<file path="config.mk">
export PLATFORM = sky130hd
export DESIGN_NAME = fifo_wptr_full
export DESIGN_NICKNAME = d
export VERILOG_FILES = /design/src/rtl/fifo_wptr_full.sv
export SDC_FILE = /design/constraint.sdc
export NUM_CORES = 1
export LEC_CHECK = 0
export BUFFER_PORTS_ARGS = -buffer_cell sky130_fd_sc_hd__buf_4
export CAP_MARGIN = 15
export CORE_MARGIN = 1.5
export CORE_UTILIZATION = 53
export DETAILED_ROUTE_END_ITERATION = 16
export GPL_TIMING_DRIVEN = 0
export PLACE_DENSITY = 0.91
export SLEW_MARGIN = 5
export SYNTH_ARGS = -nofsm -noshare
export SYNTH_HDL_FRONTEND = slang
export SYNTH_SLANG_ARGS = --single-unit
</file>
<file path="constraint.sdc">
create_clock -name w_clk -period 6.5 [get_ports w_clk]
set_clock_uncertainty 0.1 [all_clocks]
set_input_delay 1.3 -clock w_clk [delete_from_list [all_inputs] [get_ports w_clk]]
set_output_delay 1.3 -clock w_clk [all_outputs]
set_load 0.01 [all_outputs]
</file>
<file path="src/rtl/fifo_wptr_full.sv">
// Write-side pointer, full and level tracking for the async FIFO.
// Read Gray pointer crosses in via a two-flop synchroniser.
module fifo_wptr_full #(
  parameter  int DEPTH    = 8,
  parameter  int AF_LEVEL = 6,
  localparam int AW       = $clog2(DEPTH)
) (
  input  logic          w_clk,
  input  logic          w_rst_n,
  input  logic          wr_rq,
  input  logic [AW:0]   rptr_gray,
  input  logic          ovf_clr,
  output logic          wr_en,
  output logic [AW-1:0] waddr,
  output logic [AW:0]   wptr_gray,
  output logic          full,
  output logic          almost_full,
  output logic [AW:0]   wr_level,
  output logic          overflow
);

  logic [AW:0] wbin;
  logic [AW:0] wbin_nxt;
  logic [AW:0] wgray_nxt;
  logic [AW:0] rq1;
  logic [AW:0] rq2;
  logic [AW:0] rbin_s;
  logic [AW:0] full_cmp;
  logic        full_nxt;
  logic        ovf_nxt;

  assign wr_en     = wr_rq & ~full;
  assign wbin_nxt  = wbin + {{AW{1'b0}}, wr_en};
  assign wgray_nxt = wbin_nxt ^ (wbin_nxt >> 1);
  assign waddr     = wbin[AW-1:0];

  // Full when the next write pointer is exactly one lap ahead
  assign full_cmp = {~rq2[AW:AW-1], rq2[AW-2:0]};
  assign full_nxt = (wgray_nxt == full_cmp);
  assign ovf_nxt  = (wr_rq & full) | (overflow & ~ovf_clr);

  always_comb begin
    rbin_s = '0;
    for (int i = 0; i <= AW; i++) begin
      rbin_s[i] = ^(rq2 >> i);
    end
  end

  assign wr_level    = wbin - rbin_s;
  assign almost_full = (wr_level >= (AW+1)'(AF_LEVEL));

  always_ff @(posedge w_clk or negedge w_rst_n) begin
    if (!w_rst_n) begin
      rq1 <= '0;
      rq2 <= '0;
    end else begin
      rq1 <= rptr_gray;
      rq2 <= rq1;
    end
  end

  always_ff @(posedge w_clk or negedge w_rst_n) begin
    if (!w_rst_n) begin
      wbin      <= '0;
      wptr_gray <= '0;
      full      <= 1'b0;
      overflow  <= 1'b0;
    end else begin
      wbin      <= wbin_nxt;
      wptr_gray <= wgray_nxt;
      full      <= full_nxt;
      overflow  <= ovf_nxt;
    end
  end

endmodule
</file>
==> impl_metrics.toml, run 1 <==
[drt]
wire_per_inst_um = 11.78
vias = 597
route.detailed.drc = 0
routed_via_density = 5.237
firstDrtPassIters = 3
antenna_left = 0
drt_iter0_markers = 4
finalWirelength_um = 1343

[power_and_ir_drop]
power_density_mw_per_mm2 = 534.9
max-vdd-ir-drop_v = 0.0002835
leakagePower_nw = 0.5025

[finish]
fin_util_pct = 70.18
drive_gt1_share_pct = 30.61
syn2layout_area_growth_pct = 25.00
num_antenna_cells = 0
nets = 112
fin_cells = 114

[synth]
synth_nets = 85
synth-seq-area-share_pct = 50.30
synth_most_common_cell = "dfrtp_1"
synth-main-ff-cell = "dfrtp_1"
synth_common_cells = "dfrtp_1 (17), xor2_1 (8), inv_1 (6), xnor2_1 (6)"
synthArstFlopShare_pct = 100.0
synthDominantCellAreaShare_pct = 50.30
synthCells = 72
synth_edf_count = 0
synth_area_leader_cell = "dfrtp_1"
ys_types = 28
synth_area_um2 = 845.8
yosys_warnings = 0
synth.avg_cell_area_um2 = 11.75
post_synth_main_area_contributors = "dfrtp_1 (50%), xor2_1 (8.3%), xnor2_1 (6.2%)"
ys_ff_latch = 17

[setup_path]
startpoint = "rq2[2]"
end_kind = "output pin"
reg2reg_slack_ns = 4.08
critical_path_required_ns = 5.10
r2r_start = "full"
critPathLaunchType = "flop"
worstPathArrival_ns = 2.98
crit_end = "almost_full"
setup.worst_path.class = "reg -> out"
crit_path_max_fanout = 7
r2r_end = "full"
rr_worst_depth = 7

[sta]
grt_setup_unrepaired = "no"
hold_violations = 0
max_slew_margin_pct = 64.62
hold_slack_ns = 0.2579
min_period_over_period_pct = 67.44
clock.fmax_mhz = 228.1
setup_violations = 0
drv_slew = 0
fin_crit_ns = 4.384
worst_slew_pin_slew_ns = 0.5289
tns_ns = 0

[placement]
io_buffer_count = 22
dp_cells = 110
routabilityCongestion = 0.7370
place_hpwl_um = 1109

[global_routing]
met1_usage_pct = 17.85
grt_busiest_layer = "met2"
gr-usage-met2_pct = 32.12
antenna_found_initial = 0
grt_max_degree = 18
grt_pass1_wl_um = 2311
grt_util_all_layers_pct = 16.80
use_met3_pct = 2.553
grt_pass1_vias = 591
grt-ovfl-total = 0

[floorplan]
rows = 14
die_height_um = 42.95
io-pin-count = 23
core_area_mm2 = 0.001506
die_w_um = 42.95
die_area_mm2 = 0.001845
initial_core_util_pct = 56.15

[hold_path]
hold_path_class = "reg -> reg"

[cts]
cts_tree = "built"
cts.sink_count = 17
cts_max_path_buffers = 2
root_buffer = "clkbuf_4"
cts_setup_buffers = 0
postCtsHoldBufs = 0
clock_latency_ns = 0.28
cts_inserted_buffers = 3
path_clk_slew_ns = 0.08
cts-htree-levels = 1
cts-resized-gates = 0

[flow_run]
drv_cap = 0

[status]
status = "completed"
-- routing by layer --
metal | routed length (µm) | share of wire (%)
met2 | 718 | 53
met1 | 566 | 42
met4 | 14 | 1.0
met3 | 43 | 3.2
met5 | 0 | 0
-- cell usage in the layout, fill, tap and decap left out, types with 3 or more instances in the layout --
cell type and instances:
inv_1 6, clkbuf_4 3, nor2b_1 3, xor2_1 8, buf_4 22, o21ai_0 3, ha_1 4, nand3_1 4
dfrtp_1 17, xnor2_1 6
-- worst min-delay path by stage --
stage,start,to,slack [ns],depth (start not counted)
floorplan,rq1[0],rq2[0],0.23,0
global placement,rq1[3],rq2[3],0.23,0
detailed placement,rq1[1],rq2[1],0.24,0
CTS,rq1[2],rq2[2],0.26,0
global route,rq1[2],rq2[2],0.27,0
finish,rq1[2],rq2[2],0.26,0
-- power by group --
group / internal [W] / switching [W] / total, W
logic: 0.000181 / 0.000168 / 0.000350
registers: 0.000139 / 0.0000249 / 0.000164
clock network: 0.0000238 / 0.0000283 / 0.0000522
-- flip-flops by register name (all words and copies together), names as in the netlist --
name and cells:
rq1 4, rq2 4, wbin 4, wptr_gray 3, full 1, overflow 1
-- final cells by class --
class                   instances  area, µm²
flip-flops and latches         17      425.4
repair buffers                 22      165.2
inverters                       6      22.52
fillers                       118      449.2
plain buffers                   2      16.27
well taps                      16      20.02
multi-input cells              47      381.6
clock buffers                   4      26.28
-- metrics by stage --
step	setup WS [ns]	area [µm²]	total power, W
floorplan	2.593	845.8	0.0003861
global placement	2.480	1031	0.0005040
detailed placement	2.400	1031	0.0005204
CTS	2.073	1057	0.0005751
global route	1.921	1057	0.0006135
finish	2.116	1057	0.0005655
-- logic make-up after synthesis --
| kind of cell | after synthesis | synth area share, % |
|---|---|---|
| buffers and inverters | 8 | 4.585 |
| adder cells (fa/ha/maj) | 5 | 8.284 |
| AND/OR/NAND/NOR | 18 | 13.91 |
| flip-flops | 17 | 50.30 |
| AO/OA/AOI/OAI | 10 | 8.432 |
| XOR/XNOR | 14 | 14.50 |
-- critical path: stages (launching register included) --
cell and delay (ns):
dfrtp_1 0.36, buf_2 0.16, xor2_1 0.18, xnor2_1 0.34, xnor2_1 0.17, ha_1 0.18
inv_1 0.05, fa_1 0.38, xor2_1 0.17, xnor2_1 0.14, and2_1 0.17, a311o_1 0.27
buf_4 0.14
(Power assumes the default switching activity.)
==> run 2, diff against run 1 <==
Settings changed: ABC_AREA from default to 1, CORE_UTILIZATION 53 to 50, PLACE_DENSITY 0.91 to 0.86.
Clock period 6.5 ns to 4.06 ns, I/O delays scaled along.
==> run 2 against run 1 <==
  * Critical path depth fell by 1
  * Global-route usage rose by 2.6 points
  * Power rose by 51%
  * Combinational power rose by 45%
  * Design area rose by 2.7%
  * Sequential share of layout area fell by 1.1 points
  * Flip-flop and latch count did not move
  * Largest power group unchanged
==> impl_metrics.toml, run 2 <==
[status]
status = "completed"

[floorplan]
die_height_um = 44.83
initial_core_util_pct = 55.48
die_w_um = 44.83
io-pin-count = 23
die_area_mm2 = 0.002009
rows = 14
core_area_mm2 = 0.001577

[cts]
path_clk_slew_ns = 0.09
cts.sink_count = 17
cts-htree-levels = 1
root_buffer = "clkbuf_4"
cts_tree = "built"
postCtsHoldBufs = 0
clock_latency_ns = 0.28
cts_inserted_buffers = 3
cts_setup_buffers = 0
cts-resized-gates = 0
cts_max_path_buffers = 2

[synth]
synthArstFlopShare_pct = 100.0
synth-seq-area-share_pct = 48.64
synth.avg_cell_area_um2 = 8.098
synthCells = 108
yosys_warnings = 0
synth_nets = 121
synth-main-ff-cell = "dfrtp_1"
post_synth_main_area_contributors = "dfrtp_1 (49%), nand2_1 (17%), nand3_1 (8.0%)"
synth_most_common_cell = "nand2_1"
synth_common_cells = "nand2_1 (40), dfrtp_1 (17), inv_1 (17)"
ys_types = 16
synth_edf_count = 0
synthDominantCellAreaShare_pct = 48.64
synth_area_um2 = 874.6
ys_ff_latch = 17
synth_area_leader_cell = "dfrtp_1"

[setup_path]
r2r_start = "full"
reg2reg_slack_ns = 2.05
critical_path_required_ns = 3.15
worstPathArrival_ns = 2.13
end_kind = "output pin"
cpLargestDelayFamily = "adder cells"
cp_cell_sequence = "inv_1, nand2_1, nand2_1, xnor2_1, inv_1, ha_1, inv_1, fa_1, nand3_1, nand2_1, buf_4"
critPathBufInv = 4
crit_slowest_cell = "fa_1"
critPathLaunchType = "flop"
r2r_end = "full"
setup.worst_path.class = "reg -> out"
max_stage_delay_ns = 0.43
rr_worst_depth = 10
crit_path_max_fanout = 3

[power_and_ir_drop]
power_density_mw_per_mm2 = 786.1
leakagePower_nw = 0.6135
fin_total_pwr_w = 0.0008537
max-vdd-ir-drop_v = 0.0005458

[sta]
hold_violations = 0
grt_setup_unrepaired = "no"
fin_crit_ns = 3.038
drv_slew = 0
clock.fmax_mhz = 329.1
tns_ns = 0
setup_violations = 0
min_period_over_period_pct = 74.84
max_slew_margin_pct = 80.59
worst_slew_pin_slew_ns = 0.2911

[drt]
routed_via_density = 5.113
drt_iter0_markers = 7
antenna_left = 0
firstDrtPassIters = 4
finalWirelength_um = 1654
vias = 767
wire_per_inst_um = 11.03
route.detailed.drc = 0

[global_routing]
antenna_found_initial = 0
use_met3_pct = 2.000
met1_usage_pct = 22.28
grt_busiest_layer = "met2"
grt_util_all_layers_pct = 19.37
grt-ovfl-total = 0
grt_pass1_wl_um = 2787
grt_pass1_vias = 730
gr-usage-met2_pct = 33.91
grt_max_degree = 18

[placement]
dp_cells = 146
place_area_mm2 = 0.001060
place_hpwl_um = 1371
routabilityCongestion = 0.7195
io_buffer_count = 22

[finish]
layout_commonest_cell = "nand2_1"
syn2layout_area_growth_pct = 24.18
ff_latch_area_um2 = 425.4
fin_area_mm2 = 0.001086
drive_gt1_share_pct = 20.15
nets = 148
fin_util_pct = 68.89
fillCellCount = 139
final_cell_mix = "nand2_1 (40), buf_4 (22), inv_1 (17), dfrtp_1 (17), nand3_1 (14)"
top_regs = "rq1 (4), rq2 (4), wbin (4)"
num_antenna_cells = 0
fin_cells = 150
multi_input_area_um2 = 385.4

[flow_run]
drv_cap = 0

[hold_path]
hold_end = "rq2[1]"
hold-path-cell-count = 0
hold_path_class = "reg -> reg"
hold_start = "rq1[1]"
[run 2: cells by family after synthesis]
logic type	count (synthesis)	share of synthesized area [%]
and+or+nand+nor	64	31.90
buffers and inverters	17	7.296
DFF	17	48.64
adders and majority gates	5	8.012
xor gates and xnor gates	3	3.005
AOI/OAI and AO/OA	2	1.143
[run 2: per-stage QoR]
step                hold slack (ns)  worst slack (ns)
floorplan                    0.2312             1.486
global placement             0.2322             1.371
detailed placement           0.2411             1.327
CTS                          0.2624             1.005
global route                 0.2659            0.8482
finish                       0.2566             1.022
[run 2: area by class of cell]
cell class / count / area share (%)
Tap cell: 16 / 1.843
Clock buffer: 4 / 2.419
Sequential cell: 17 / 39.17
Timing Repair Buffer: 22 / 15.21
Multi-Input combinational cell: 74 / 35.48
Inverter: 17 / 5.876
[run 2: how the worst max path moves through the flow]
stage	startpoint	end	slack, ns	cells past startpoint
after floorplan	rq2[2]	almost_full	1.49	10
after global routing	rq2[2]	almost_full	0.85	12
after detailed placement	rq2[3]	almost_full	1.33	11
after CTS	rq2[3]	almost_full	1.00	11
after global placement	rq2[2]	almost_full	1.37	11
final	rq2[3]	almost_full	1.02	11
[run 2: metal layers]
metal  up-vias  wire (µm)
li1        389          -
met1       355        681
met2        19        885
met3         4         55
met4         0         32
met5         -          0
[run 2: power by group]
| group | switching [W] | internal (W) | leakage [nW] |
|---|---|---|---|
| sequential | 0.0000461 | 0.000218 | 0.205 |
| combinational | 0.000281 | 0.000225 | 0.394 |
| clock | 0.0000460 | 0.0000381 | 0.0150 |
| total | 0.000373 | 0.000480 | 0.613 |
==> run 3, diff against run 2 <==
Settings changed: CORE_UTILIZATION 50 to 45, PLACE_DENSITY 0.86 to 0.83.
Clock period 4.06 ns to 2.75 ns, I/O delays scaled along.
==> run 3 against run 2 <==
  * Design area increased by 9.3%
  * Critical path type unchanged
  * Flip-flop and latch count stayed put
  * Largest power group unchanged
  * Worst setup slack lost 0.99 ns
  * Clock power increased by 47%
  * Utilization decreased by 2.3 points
==> impl_metrics.toml, run 3 (synthesis gave the netlist of run 2 again) <==
[status]
status = "completed"

[floorplan]
initial_core_util_pct = 49.05
rows = 15
die_height_um = 47.09
io-pin-count = 23
die_area_mm2 = 0.002217
die_w_um = 47.09
core_area_mm2 = 0.001783

[sta]
drv_slew = 0
setup_violations = 0
hold_slack_ns = 0.007303
hold_violations = 0
max_slew_margin_pct = 79.78
worst_slew_pin_slew_ns = 0.3033
grt_setup_unrepaired = "yes"
fin_crit_ns = 2.720
min_period_over_period_pct = 98.90
fin_ws_ns = 0.03032
clock.fmax_mhz = 367.7

[cts]
root_buffer = "clkbuf_4"
cts_tree = "built"
postCtsHoldBufs = 0
cts-htree-levels = 1
cts_max_path_buffers = 2
clock_latency_ns = 0.28
cts.sink_count = 17
path_clk_slew_ns = 0.09
cts_inserted_buffers = 3

[power_and_ir_drop]
leakagePower_nw = 0.6489
fin_total_pwr_w = 0.001337
max-vdd-ir-drop_v = 0.0007330
power_density_mw_per_mm2 = 1126

[finish]
fin_cells = 162
fin_area_mm2 = 0.001187
top_regs = "rq1 (4), rq2 (4), wbin (4)"
final_cell_mix = "nand2_1 (35), buf_4 (23), dfrtp_1 (16), inv_1 (13), nand3_1 (12)"
layout_commonest_cell = "nand2_1"
num_antenna_cells = 0
syn2layout_area_growth_pct = 35.77
nets = 151
drive_gt1_share_pct = 35.77

[global_routing]
grt_util_all_layers_pct = 17.48
grt_pass1_vias = 675
grt_max_degree = 18
antenna_found_initial = 0
grt-ovfl-total = 0
grt_pass1_wl_um = 2704

[drt]
wire_per_inst_um = 10.96
antenna_left = 0
vias = 803
firstDrtPassIters = 4
routed_via_density = 4.957
finalWirelength_um = 1776
route.detailed.drc = 0
drt_iter0_markers = 17

[placement]
place_worst_setup_slack_ns = 0.2861
place_hpwl_um = 1331
place_area_mm2 = 0.001071
dp_cells = 155
io_buffer_count = 22
routabilityCongestion = 0.7915

[setup_path]
setup.worst_path.class = "reg -> out"
crit_path_max_fanout = 3
r2r_start = "full"
reg2reg_slack_ns = 0.75
critical_path_required_ns = 2.10
end_kind = "output pin"
cpLargestDelayFamily = "adder cells"
critPathBufInv = 4
worstPathArrival_ns = 2.07
cp_cell_sequence = "inv_2, nand2_2, nand2_4, xnor2_2, inv_1, ha_2, inv_2, fa_2, nand3_2, nand2_2, buf_6"
cp_num_cells = 11
critPathLaunchType = "flop"
crit_slowest_cell = "fa_2"
max_stage_delay_ns = 0.54
rr_worst_depth = 10
r2r_end = "full"

[hold_path]
hold_path_class = "in -> async"

[flow_run]
drv_cap = 0
==> run 3: cell types whose count changed in the layout (fill, tap and decap cells not counted), moves of 2 or more <==
| cell | change |
|---|---|
| nand2_1 | -5 |
| inv_1 | -4 |
| inv_2 | +4 |
| nand2_2 | +4 |
| buf_6 | +2 |
| nand3_1 | -2 |
| nand3_2 | +2 |
| xnor2_1 | -2 |
| xnor2_2 | +2 |
==> run 3: final cells by class <==
cell class,count,area (µm²)
Inverter,17,63.81
Clock buffer,3,22.52
Sequential cell,17,426.7
Clock inverter,1,5.005
Tap cell,25,31.28
Timing Repair Buffer,25,195.2
Fill cell,154,595.6
Multi-Input combinational cell,74,442.9
==> run 3: metrics by stage <==
step	TNS (ns)	utilization, %
finish	0	66.60
global route	-0.2142	66.60
CTS	0	62.18
detailed placement	0	60.07
global placement	0	60.07
floorplan	0	-
==> run 3: routing by layer <==
metal | wire length, µm | global-route usage (%) | vias to the layer above
met5 | 0 | 0 | -
met1 | 665 | 21.89 | 377
met3 | 99 | 1.538 | 2
met4 | 16 | 8.333 | 0
li1 | - | - | 393
met2 | 996 | 30.41 | 31
==> run 3: worst reg2reg max path: stages (launching register included) <==
cell     delay (ns)
dfrtp_1        0.40
nor2_1         0.18
ha_1           0.28
ha_1           0.32
inv_1          0.14
nand2_1        0.08
nand3_1        0.07
nand2_1        0.06
nor2_1         0.09
nand3_1        0.07
nor2_1         0.13
==> run 3: where the power goes <==
| part | switching (W) | internal (W) |
|---|---|---|
| Combinational | 0.000448 | 0.000375 |
| Clock | 0.0000705 | 0.0000539 |
| Sequential | 0.0000682 | 0.000321 |
==> run 3: repair_timing <==
action | CTS | global route
resized for setup | 1 | 20
pin swaps | 0 | 7
endpoints found under the setup margin | 2 | 3
setup buffers | 1 | 2
==> run 3: worst max path at each step <==
stage | from | endpoint
2_1_floorplan | rq2[2] | almost_full
3_3_place_gp | rq2[2] | almost_full
3_5_place_dp | rq2[2] | almost_full
4_1_cts | rq2[2] | almost_full
5_1_grt | rq2[3] | almost_full
6_report | rq2[3] | almost_full
